[src/rtl/pipe_hazard_unit.sv]
// Pipeline hazard unit: tracks in-flight destinations after ID, selects forwarding
// sources per operand and raises a load-use stall until the load becomes forwardable.
module pipe_hazard_unit #(
  parameter int DEPTH    = 3,
  parameter int XLEN     = 32,
  parameter int REGW     = 5,
  parameter int LD_STAGE = 1,
  parameter int NOWR_REG = 30
) (
  input  logic                  clk,
  input  logic                  rst_sync,
  input  logic                  issue_valid,
  input  logic [REGW-1:0]       issue_rd,
  input  logic                  issue_regwr,
  input  logic                  issue_memrd,
  input  logic                  issue_rpzero,
  input  logic                  kill,
  input  logic [REGW-1:0]       src_rs,
  input  logic [REGW-1:0]       src_rt,
  input  logic                  src_rs_used,
  input  logic                  src_rt_used,
  input  logic [DEPTH*XLEN-1:0] stage_data,
  output logic                  stall,
  output logic [3:0]            fwd_rs_sel,
  output logic [3:0]            fwd_rt_sel,
  output logic [XLEN-1:0]       fwd_rs_data,
  output logic [XLEN-1:0]       fwd_rt_data,
  output logic [15:0]           stall_count
);

  logic [DEPTH-1:0] v_r;
  logic [DEPTH-1:0] wen_r;
  logic [DEPTH-1:0] ld_r;
  logic [REGW-1:0]  rd_r [DEPTH];

  logic [DEPTH-1:0] rs_match_s;
  logic [DEPTH-1:0] rt_match_s;
  logic [3:0]       rs_sel_s;
  logic [3:0]       rt_sel_s;
  logic             rs_ld_s;
  logic             rt_ld_s;
  logic [XLEN-1:0]  rs_data_s;
  logic [XLEN-1:0]  rt_data_s;
  logic             issue_wen_s;
  logic             capture_s;
  logic             stall_s;

  // Per-stage source match; wen already excludes R0 and NOWR_REG
  always_comb begin
    rs_match_s = '0;
    rt_match_s = '0;
    for (int k = 0; k < DEPTH; k++) begin
      rs_match_s[k] = v_r[k] & wen_r[k] & (rd_r[k] == src_rs) & src_rs_used;
      rt_match_s[k] = v_r[k] & wen_r[k] & (rd_r[k] == src_rt) & src_rt_used;
    end
  end

  // Youngest match wins: scan oldest to youngest so lower stages overwrite
  always_comb begin
    rs_sel_s = 4'd0;
    rt_sel_s = 4'd0;
    rs_ld_s  = 1'b0;
    rt_ld_s  = 1'b0;
    for (int k = DEPTH - 1; k >= 0; k--) begin
      rs_sel_s = rs_match_s[k] ? 4'(k + 1) : rs_sel_s;
      rs_ld_s  = rs_match_s[k] ? ld_r[k]   : rs_ld_s;
      rt_sel_s = rt_match_s[k] ? 4'(k + 1) : rt_sel_s;
      rt_ld_s  = rt_match_s[k] ? ld_r[k]   : rt_ld_s;
    end
  end

  // Forwarded data mux; zero when the register file is selected
  always_comb begin
    rs_data_s = '0;
    rt_data_s = '0;
    for (int k = 0; k < DEPTH; k++) begin
      rs_data_s = (rs_sel_s == 4'(k + 1)) ? stage_data[k*XLEN +: XLEN] : rs_data_s;
      rt_data_s = (rt_sel_s == 4'(k + 1)) ? stage_data[k*XLEN +: XLEN] : rt_data_s;
    end
  end

  // Load-use stall: winning entry is a load still before LD_STAGE (sel = k+1 <= LD_STAGE)
  always_comb begin
    stall_s     = issue_valid & ~kill &
                  ((rs_ld_s & (rs_sel_s != 4'd0) & (rs_sel_s <= 4'(LD_STAGE))) |
                   (rt_ld_s & (rt_sel_s != 4'd0) & (rt_sel_s <= 4'(LD_STAGE))));
    issue_wen_s = issue_regwr & ~issue_rpzero & (issue_rd != '0) &
                  (issue_rd != REGW'(NOWR_REG));
    capture_s   = issue_valid & ~kill & ~stall_s;
  end

  assign stall       = stall_s;
  assign fwd_rs_sel  = rs_sel_s;
  assign fwd_rt_sel  = rt_sel_s;
  assign fwd_rs_data = rs_data_s;
  assign fwd_rt_data = rt_data_s;

  // Stage tracker shift register and saturating stall counter
  always_ff @(posedge clk or posedge rst_sync) begin
    if (rst_sync) begin
      v_r         <= '0;
      wen_r       <= '0;
      ld_r        <= '0;
      stall_count <= 16'd0;
      for (int k = 0; k < DEPTH; k++) begin
        rd_r[k] <= '0;
      end
    end else begin
      for (int k = 1; k < DEPTH; k++) begin
        v_r[k]   <= v_r[k-1];
        wen_r[k] <= wen_r[k-1];
        ld_r[k]  <= ld_r[k-1];
        rd_r[k]  <= rd_r[k-1];
      end
      v_r[0]   <= capture_s;
      wen_r[0] <= issue_wen_s;
      ld_r[0]  <= issue_memrd;
      rd_r[0]  <= issue_rd;
      if (stall_s && (stall_count != 16'hFFFF)) begin
        stall_count <= stall_count + 16'd1;
      end else begin
        stall_count <= stall_count;
      end
    end
  end

endmodule

[config.mk]
export PLATFORM = sky130hd
export DESIGN_NAME = pipe_hazard_unit
export DESIGN_NICKNAME = d
export VERILOG_FILES = /design/src/rtl/pipe_hazard_unit.sv
export SDC_FILE = /design/constraint.sdc
export NUM_CORES = 1
export LEC_CHECK = 0
export BUFFER_PORTS_ARGS = -buffer_cell sky130_fd_sc_hd__buf_4
export CORE_ASPECT_RATIO = 1.4
export CORE_MARGIN = 1.5
export CORE_UTILIZATION = 38
export CTS_BUF_LIST = sky130_fd_sc_hd__clkbuf_2
export CTS_CLUSTER_SIZE = 28
export DETAILED_ROUTE_END_ITERATION = 8
export HOLD_SLACK_MARGIN = 0.15
export PLACE_DENSITY = 0.82
export SETUP_SLACK_MARGIN = 0.1
export SYNTH_ARGS = -nofsm -noshare
export SYNTH_HDL_FRONTEND = slang
export SYNTH_SLANG_ARGS = --single-unit
[constraint.sdc]
create_clock -name clk -period 2.2 [get_ports clk]
set_input_delay 0.33 -clock clk [delete_from_list [all_inputs] [get_ports clk]]
set_output_delay 0.33 -clock clk [all_outputs]
set_load 0.01 [all_outputs]
==> impl_metrics.yaml, run 1 <==
run_status:
  status: "finished with violations"
  failed_checks: "negative setup slack"
detailed_routing:
  drtIter0Drc: 273
  first_pass_iters: 4
  drtAntennaViolNets: 0
  drc: 0
  vias: 4598
  vias_per_cell: 6.07
  wirelength_um: 17000
  detail_route.wl_per_cell_um: 22.4
grt:
  grt_max_degree: 39
  antenna_found_initial: 0
  grt_first_pass_wirelength_um: 23400
  grt_usage_pct: 30.5
  grt_pass1_vias: 4444
  grt_overflow: 0
setup_path:
  cp.arrival_ns: 2.42
  cp-start-kind: "flop"
  crit_path_end_kind: "primary output"
  crit_fanout: 7
  critical_path_class: "reg2out"
  critPathRequiredTime_ns: 1.87
placement:
  port_buffers: 204
  dp.final_hpwl_um: 9960
  post-place-ws_ns: -0.143
  gp_congestion: 0.920
floorplan:
  initial_core_util_pct: 39.5
  coreArea_um2: 8660
  rows: 40
  ios: 209
  die-area_um2: 9570
  die_h_um: 115
  dieWidth_um: 83.1
timing:
  hold_viol_final: 0
  rsz0062_at_grt: "true"
  final_min_period_over_clock_period_pct: 125
  worst_pin_slew_ns: 0.745
  finalCriticalPeriod_ns: 2.75
  setup_viol_count_final: 79
  slew_headroom_pct: 50.2
  max_freq_mhz: 363
  maxSlewViolCount: 0
  skew_ns: 0.0294
  fin_ws_ns: -0.551
finish:
  layout_commonest_cell: "buf_4"
  drive_gt1_share_pct: 54.5
  n_antenna_cell: 0
  final_nets: 773
  num-fill-cells: 549
  final_util_pct: 77.7
  layout_common_cells: "buf_4 (204), nor2_1 (65), buf_6 (40), dfrtp_1 (37), nor3b_1 (33)"
  area_growth_pct: 97.0
power:
  ir_worst_vdd_uv: 397
  powerDensity_nw_per_um2: 257
  power.leakage_nw: 3.29
flow_run:
  maxCapViolations: 0
logic_synthesis:
  synth.cell_area_um2: 3420
  synth_xor_area_share_pct: 11.5
  ys_seq_area_share_pct: 27.8
  synth_area_leaders: "dfrtp_1 (28%), a221oi_1 (8.2%), o22a_1 (8.2%)"
  synth_fa_ha_area_share_pct: 0.366
  yosys.area.top_type: "dfrtp_1"
  synth_edf_count: 0
  ys_seq_elements: 38
  synth_top_family_by_area: "compound AO/OA/AOI/OAI gates"
  synth-simple-area-share_pct: 23.6
  synth_area_per_cell_um2: 8.63
  ys.flop_type: "dfrtp_1"
  synth-compound-area-share_pct: 30.2
  syn_inst: 396
  yosys-mux-area-fraction_pct: 0.330
  synth.distinct_cells: 41
  synthArstFlopShare_pct: 100
  yosys.area.top_type_share_pct: 27.8
  ys.warnings.count: 0
cts:
  clk_pin_slew_ns: 0.22
  cts_root_buf: "clkbuf_2"
  clockBufferDepth: 2
  cts_tree: "done"
  cts_num_sinks: 38
  insertion_delay_ns: 0.42
  cts-htree-levels: 2
  numCtsBuffers: 5
hold_path:
  hold_class: "in2reg"
[routing by layer]
| layer | share of wire, % | vias up | GRT usage [%] |
|---|---|---|---|
| met2 | 52 | 282 | 56.6 |
| met3 | 6.9 | 81 | 4.59 |
| met4 | 5.4 | 0 | 13.4 |
| met1 | 35 | 2244 | 34.5 |
| met5 | 0 | - | 0 |
| li1 | - | 1991 | - |
[final timing paths]
| check | startpoint | to | slack [ns] | cells after the start |
|---|---|---|---|---|
| min reg2reg | v_r[0] | v_r[1] | 0.41 | 0 |
| min | kill | v_r[0] | 0.20 | 3 |
| max in group asynchronous | rst_sync | stall_count[0] | 1.29 | 4 |
| min in group asynchronous | rst_sync | rd_r[2] | 0.55 | 4 |
| max | rd_r[12] | fwd_rt_data[25] | -0.55 | 8 |
| max reg2reg | rd_r[12] | stall_count[9] | -0.31 | 10 |
[synthesized netlist by cell type (4+ instances only)]
cell and number:
and3_1 4, buf_1 6, nor2_1 70, nand3_1 8, xnor2_1 19, dfrtp_1 38, o21ai_0 4, clkbuf_1 22
a21o_1 32, buf_2 7, o22a_1 32, nand4_1 7, nand2_1 6, and4_1 4, nor3b_1 33, xor2_1 26
a221oi_1 32, buf_4 4
[power breakdown]
part           internal, W  total [W]  leakage, nW  switching (W)
clock network     0.000308   0.000572       0.0532       0.000264
logic             0.000232   0.000414         2.75       0.000181
registers         0.000721   0.000744        0.487      0.0000229
[critical path, cell delays in order (launching register included)]
cell and delay [ns]:
dfrtp_2 0.50, xor2_2 0.20, nor4_4 0.31, buf_4 0.18, nand4_4 0.15, buf_12 0.18, buf_12 0.13, o22a_1 0.22
buf_6 0.13
[state kept, by name, summed over array words and instances, names as in the netlist]
register     count
stall_count     16
rd_r            15
v_r              3
wen_r            3
ld_r             1
[metrics by stage]
step / cells / area (µm²) / TNS, ns / total power [W] / hold slack [ns]
6_report: 758 / 6730 / -33.82 / 0.00173 / 0.198
3_5_place_dp: 698 / 5220 / -2.65 / 0.00109 / 0.369
4_1_cts: 739 / 6170 / -30.51 / 0.00169 / 0.178
5_1_grt: 758 / 6730 / -41.91 / 0.00178 / 0.179
3_3_place_gp: 698 / 5220 / -1.92 / 0.00108 / 0.354
2_1_floorplan: 399 / 3430 / 0 / 0.000847 / 0.346
[final cells by class]
type	count	area [µm²]	share of cell area (%)
Multi-Input combinational cell	317	2750	40.9
Tap cell	105	131	1.95
Clock buffer	5	25.0	0.372
Inverter	3	13.8	0.205
Timing Repair Buffer	287	2790	41.4
Sequential cell	38	952	14.2
Clock inverter	3	68.8	1.02
[timing repair]
| item | in CTS | in global routing |
|---|---|---|
| gates resized for setup | 80 | 82 |
| hold buffers | 9 | 0 |
| pin swaps | 12 | 61 |
| setup buffers | 16 | 15 |
| cloned | 8 | 7 |
| hold endpoints to repair | 45 | 0 |
| setup endpoints to repair | 81 | 86 |
[logic make-up after synthesis]
kind of cell | count (synthesis)
other cells | 1
xor+xnor | 45
mux | 1
buf+inv | 44
simple gates | 147
compound gates | 119
fa+ha+maj | 1
flops | 38
Note: power is estimated with default switching activity, not from simulation.
==> inputs of run 2 (changes only) <==
--- a/config.mk
+++ b/config.mk
@@ -6,7 +6,8 @@
 export NUM_CORES = 1
 export LEC_CHECK = 0
+export ABC_AREA = 1
 export BUFFER_PORTS_ARGS = -buffer_cell sky130_fd_sc_hd__buf_4
 export CORE_ASPECT_RATIO = 1.4
-export CORE_MARGIN = 1.5
+export CORE_MARGIN = 2
 export CORE_UTILIZATION = 38
 export CTS_BUF_LIST = sky130_fd_sc_hd__clkbuf_2
@@ -14,5 +15,5 @@
 export DETAILED_ROUTE_END_ITERATION = 8
 export HOLD_SLACK_MARGIN = 0.15
-export PLACE_DENSITY = 0.82
+export PLACE_DENSITY = 0.78
 export SETUP_SLACK_MARGIN = 0.1
 export SYNTH_ARGS = -nofsm -noshare
==> constraint.sdc (replaced) <==
create_clock -name clk -period 2.2 [get_ports clk]
set_input_delay 0.33 -clock clk [delete_from_list [all_inputs] [get_ports clk]]
set_output_delay 0.33 -clock clk [all_outputs]
set_load 0.005 [all_outputs]
==> run 2 against run 1 <==
Effect of this change:
- the run still ends with negative setup slack left
- clock skew fell by 0.011 ns
- critical endpoint is now fwd_rt_data[19]
- combinational power grew 14%
- register-to-register slack improved by 0.49 ns
- via count increased by 33%
- final cell count increased by 47%
- non-clock buffer count decreased by 13
- wire length rose by 19%
- count of clock-buffer cells in the layout is 1 higher
- largest cell class is now multi-input combinational cells
==> impl_metrics.yaml, run 2 <==
finish:
  instances_no_fill: 1116
  final_nets: 1095
  area_growth_pct: 77.0
  reg_top3: "stall_count: 16 flops, rd_r: 15 flops"
  layout_commonest_cell: "nand2_1"
  largest_reg_flops: 16
  n_antenna_cell: 0
  num-fill-cells: 936
  drive_gt1_share_pct: 40.5
  final_util_pct: 68.7
  largest-register: "stall_count"
  layout_common_cells: "nand2_1 (245), buf_4 (191), nand4_1 (100), inv_1 (89), nand3_2 (44)"
setup_path:
  rrSetupSlack_ns: 0.18
  cp-start-kind: "flop"
  r2r-end: "stall_count[5]"
  crit_family: "simple AND/OR/NAND/NOR gates"
  critPathSlowestCell: "dfrtp_1"
  crit_chain: "inv_2, nand2_2, nand2_2, nor2_4, nand3_4, clkbuf_16, nand3_1, nand2_1, inv_1, nand2_1, buf_4"
  reg2reg_depth: 13
  critPathRequiredTime_ns: 1.87
  crit_path_end_kind: "primary output"
  crit_path_max_incr_delay_ns: 0.46
  critPathBufInv: 4
  timing.rr.start: "rd_r[10]"
  critical_path_class: "reg2out"
  cp.arrival_ns: 2.11
  crit_fanout: 9
timing:
  final_min_period_over_clock_period_pct: 111
  setup_viol_count_final: 69
  finalCriticalPeriod_ns: 2.44
  worst_pin_slew_ns: 0.492
  hold_slack_ns: 0.299
  fin_ws_ns: -0.245
  maxSlewViolCount: 0
  slew_headroom_pct: 67.0
  skew_ns: 0.0179
  max_freq_mhz: 409
  hold_viol_final: 0
  rsz0062_at_grt: "true"
hold_path:
  min-delay-start: "kill"
  hold_path_end: "v_r[0]"
  hold_class: "in2reg"
  holdPathStages: 3
run_status:
  status: "finished with violations"
  failed_checks: "negative setup slack"
floorplan:
  dieWidth_um: 92.8
  die_h_um: 128
  rows: 45
  die-area_um2: 11900
  ios: 209
  initial_core_util_pct: 38.8
  coreArea_um2: 10800
grt:
  grt_pass1_vias: 5072
  grt_first_pass_wirelength_um: 24700
  grt_usage_pct: 25.5
  antenna_found_initial: 0
  grt_max_degree: 68
  grt_overflow: 0
logic_synthesis:
  synth_edf_count: 0
  synth.distinct_cells: 30
  ys_seq_elements: 38
  yosysMostFrequentCell: "nand2_1"
  ys.warnings.count: 0
  synth_area_per_cell_um2: 5.68
  ys.flop_type: "dfrtp_1"
  ys_seq_area_share_pct: 22.7
  yosys.area.top_type: "nand2_1"
  yosys.area.top_type_share_pct: 25.0
  syn_inst: 739
  synthArstFlopShare_pct: 100
  synth.cell_area_um2: 4200
  synth_area_leaders: "nand2_1 (25%), dfrtp_1 (23%), nand4_1 (15%)"
  yosys-top-cells-count: "nand2_1 (280), inv_1 (103), nand4_1 (100), nand3_1 (76), dfrtp_1 (38)"
placement:
  post-place-cells: 1054
  gp_congestion: 0.942
  dp.final_hpwl_um: 11300
  port_buffers: 204
flow_run:
  maxCapViolations: 0
cts:
  cts_root_buf: "clkbuf_2"
  cts-htree-levels: 2
  numCtsBuffers: 5
  insertion_delay_ns: 0.38
  clk_pin_slew_ns: 0.18
  clockBufferDepth: 2
  cts_tree: "done"
  cts_num_sinks: 38
detailed_routing:
  vias: 6118
  wirelength_um: 20200
  detail_route.wl_per_cell_um: 18.1
  first_pass_iters: 7
  drc: 0
  drtIter0Drc: 432
  vias_per_cell: 5.48
  drtAntennaViolNets: 0
power:
  power.leakage_nw: 3.94
  powerDensity_nw_per_um2: 203
  ir_worst_vdd_uv: 425
  fin_total_pwr_w: 0.00151
[run 2: metal layers]
layer  share of wire [%]  track usage (%)  wire length [µm]  vias up
li1                    -                -                 -     2866
met1                  33             28.9              6760     2765
met2                  51             47.9             10300      379
met3                 9.3             3.28              1890      108
met4                 6.5             9.95              1310        0
met5                   0                0                 0        -
[run 2: timing repair]
item | CTS | global route
buffers inserted | 5 | 14
pin swaps | 5 | 55
hold buffers | 8 | 1
cloned | 2 | 25
endpoints found under the hold margin | 45 | 1
endpoints found under the setup margin | 69 | 84
resized for setup | 32 | 143
[run 2: logic make-up after synthesis]
| group | count (synthesis) | share of synthesized area (%) |
|---|---|---|
| compound gates | 18 | 2.56 |
| xor+xnor | 22 | 4.59 |
| fa+ha+maj | 1 | 0.298 |
| buf+inv | 159 | 15.4 |
| flops | 38 | 22.7 |
| other cells | 1 | 0.0894 |
| simple gates | 500 | 54.4 |
[run 2: worst min-delay path, stage by stage]
cell and delay [ns]:
buf_4 0.08, nor2_1 0.10, a21boi_0 0.16
[run 2: per-stage QoR]
| stage | setup WS, ns | setup TNS, ns | instance area (µm²) |
|---|---|---|---|
| floorplan | 0.494 | 0 | 4210 |
| global placement | 0.203 | 0 | 5940 |
| detailed placement | 0.204 | 0 | 5940 |
| CTS | -0.166 | -7.50 | 6280 |
| global route | -0.352 | -19.34 | 7430 |
| finish | -0.245 | -9.17 | 7430 |
[run 2: cell type report]
| class | instances | area, µm² | area share (%) |
|---|---|---|---|
| Tap cell | 141 | 176 | 2.37 |
| Inverter | 109 | 419 | 5.64 |
| Clock buffer | 6 | 30.0 | 0.404 |
| Timing Repair Buffer | 274 | 2760 | 37.1 |
| Clock inverter | 2 | 8.76 | 0.118 |
| Sequential cell | 38 | 951 | 12.8 |
| Multi-Input combinational cell | 546 | 3090 | 41.5 |
[run 2: power breakdown]
part | internal (W) | total, W | switching [W]
registers | 0.000720 | 0.000741 | 0.0000208
clock network | 0.0000781 | 0.000293 | 0.000215
logic | 0.000233 | 0.000474 | 0.000242
[run 2: how the worst max path moves through the flow]
stage	slack, ns	from	depth (start not counted)	to
5_1_grt	-0.35	rd_r[11]	12	fwd_rs_data[26]
4_1_cts	-0.17	rd_r[11]	13	fwd_rs_data[27]
3_3_place_gp	0.20	src_rt[1]	11	stall_count[7]
6_report	-0.24	rd_r[10]	11	fwd_rt_data[19]
3_5_place_dp	0.20	src_rt[1]	11	stall_count[2]
2_1_floorplan	0.49	rd_r[14]	9	fwd_rt_data[23]
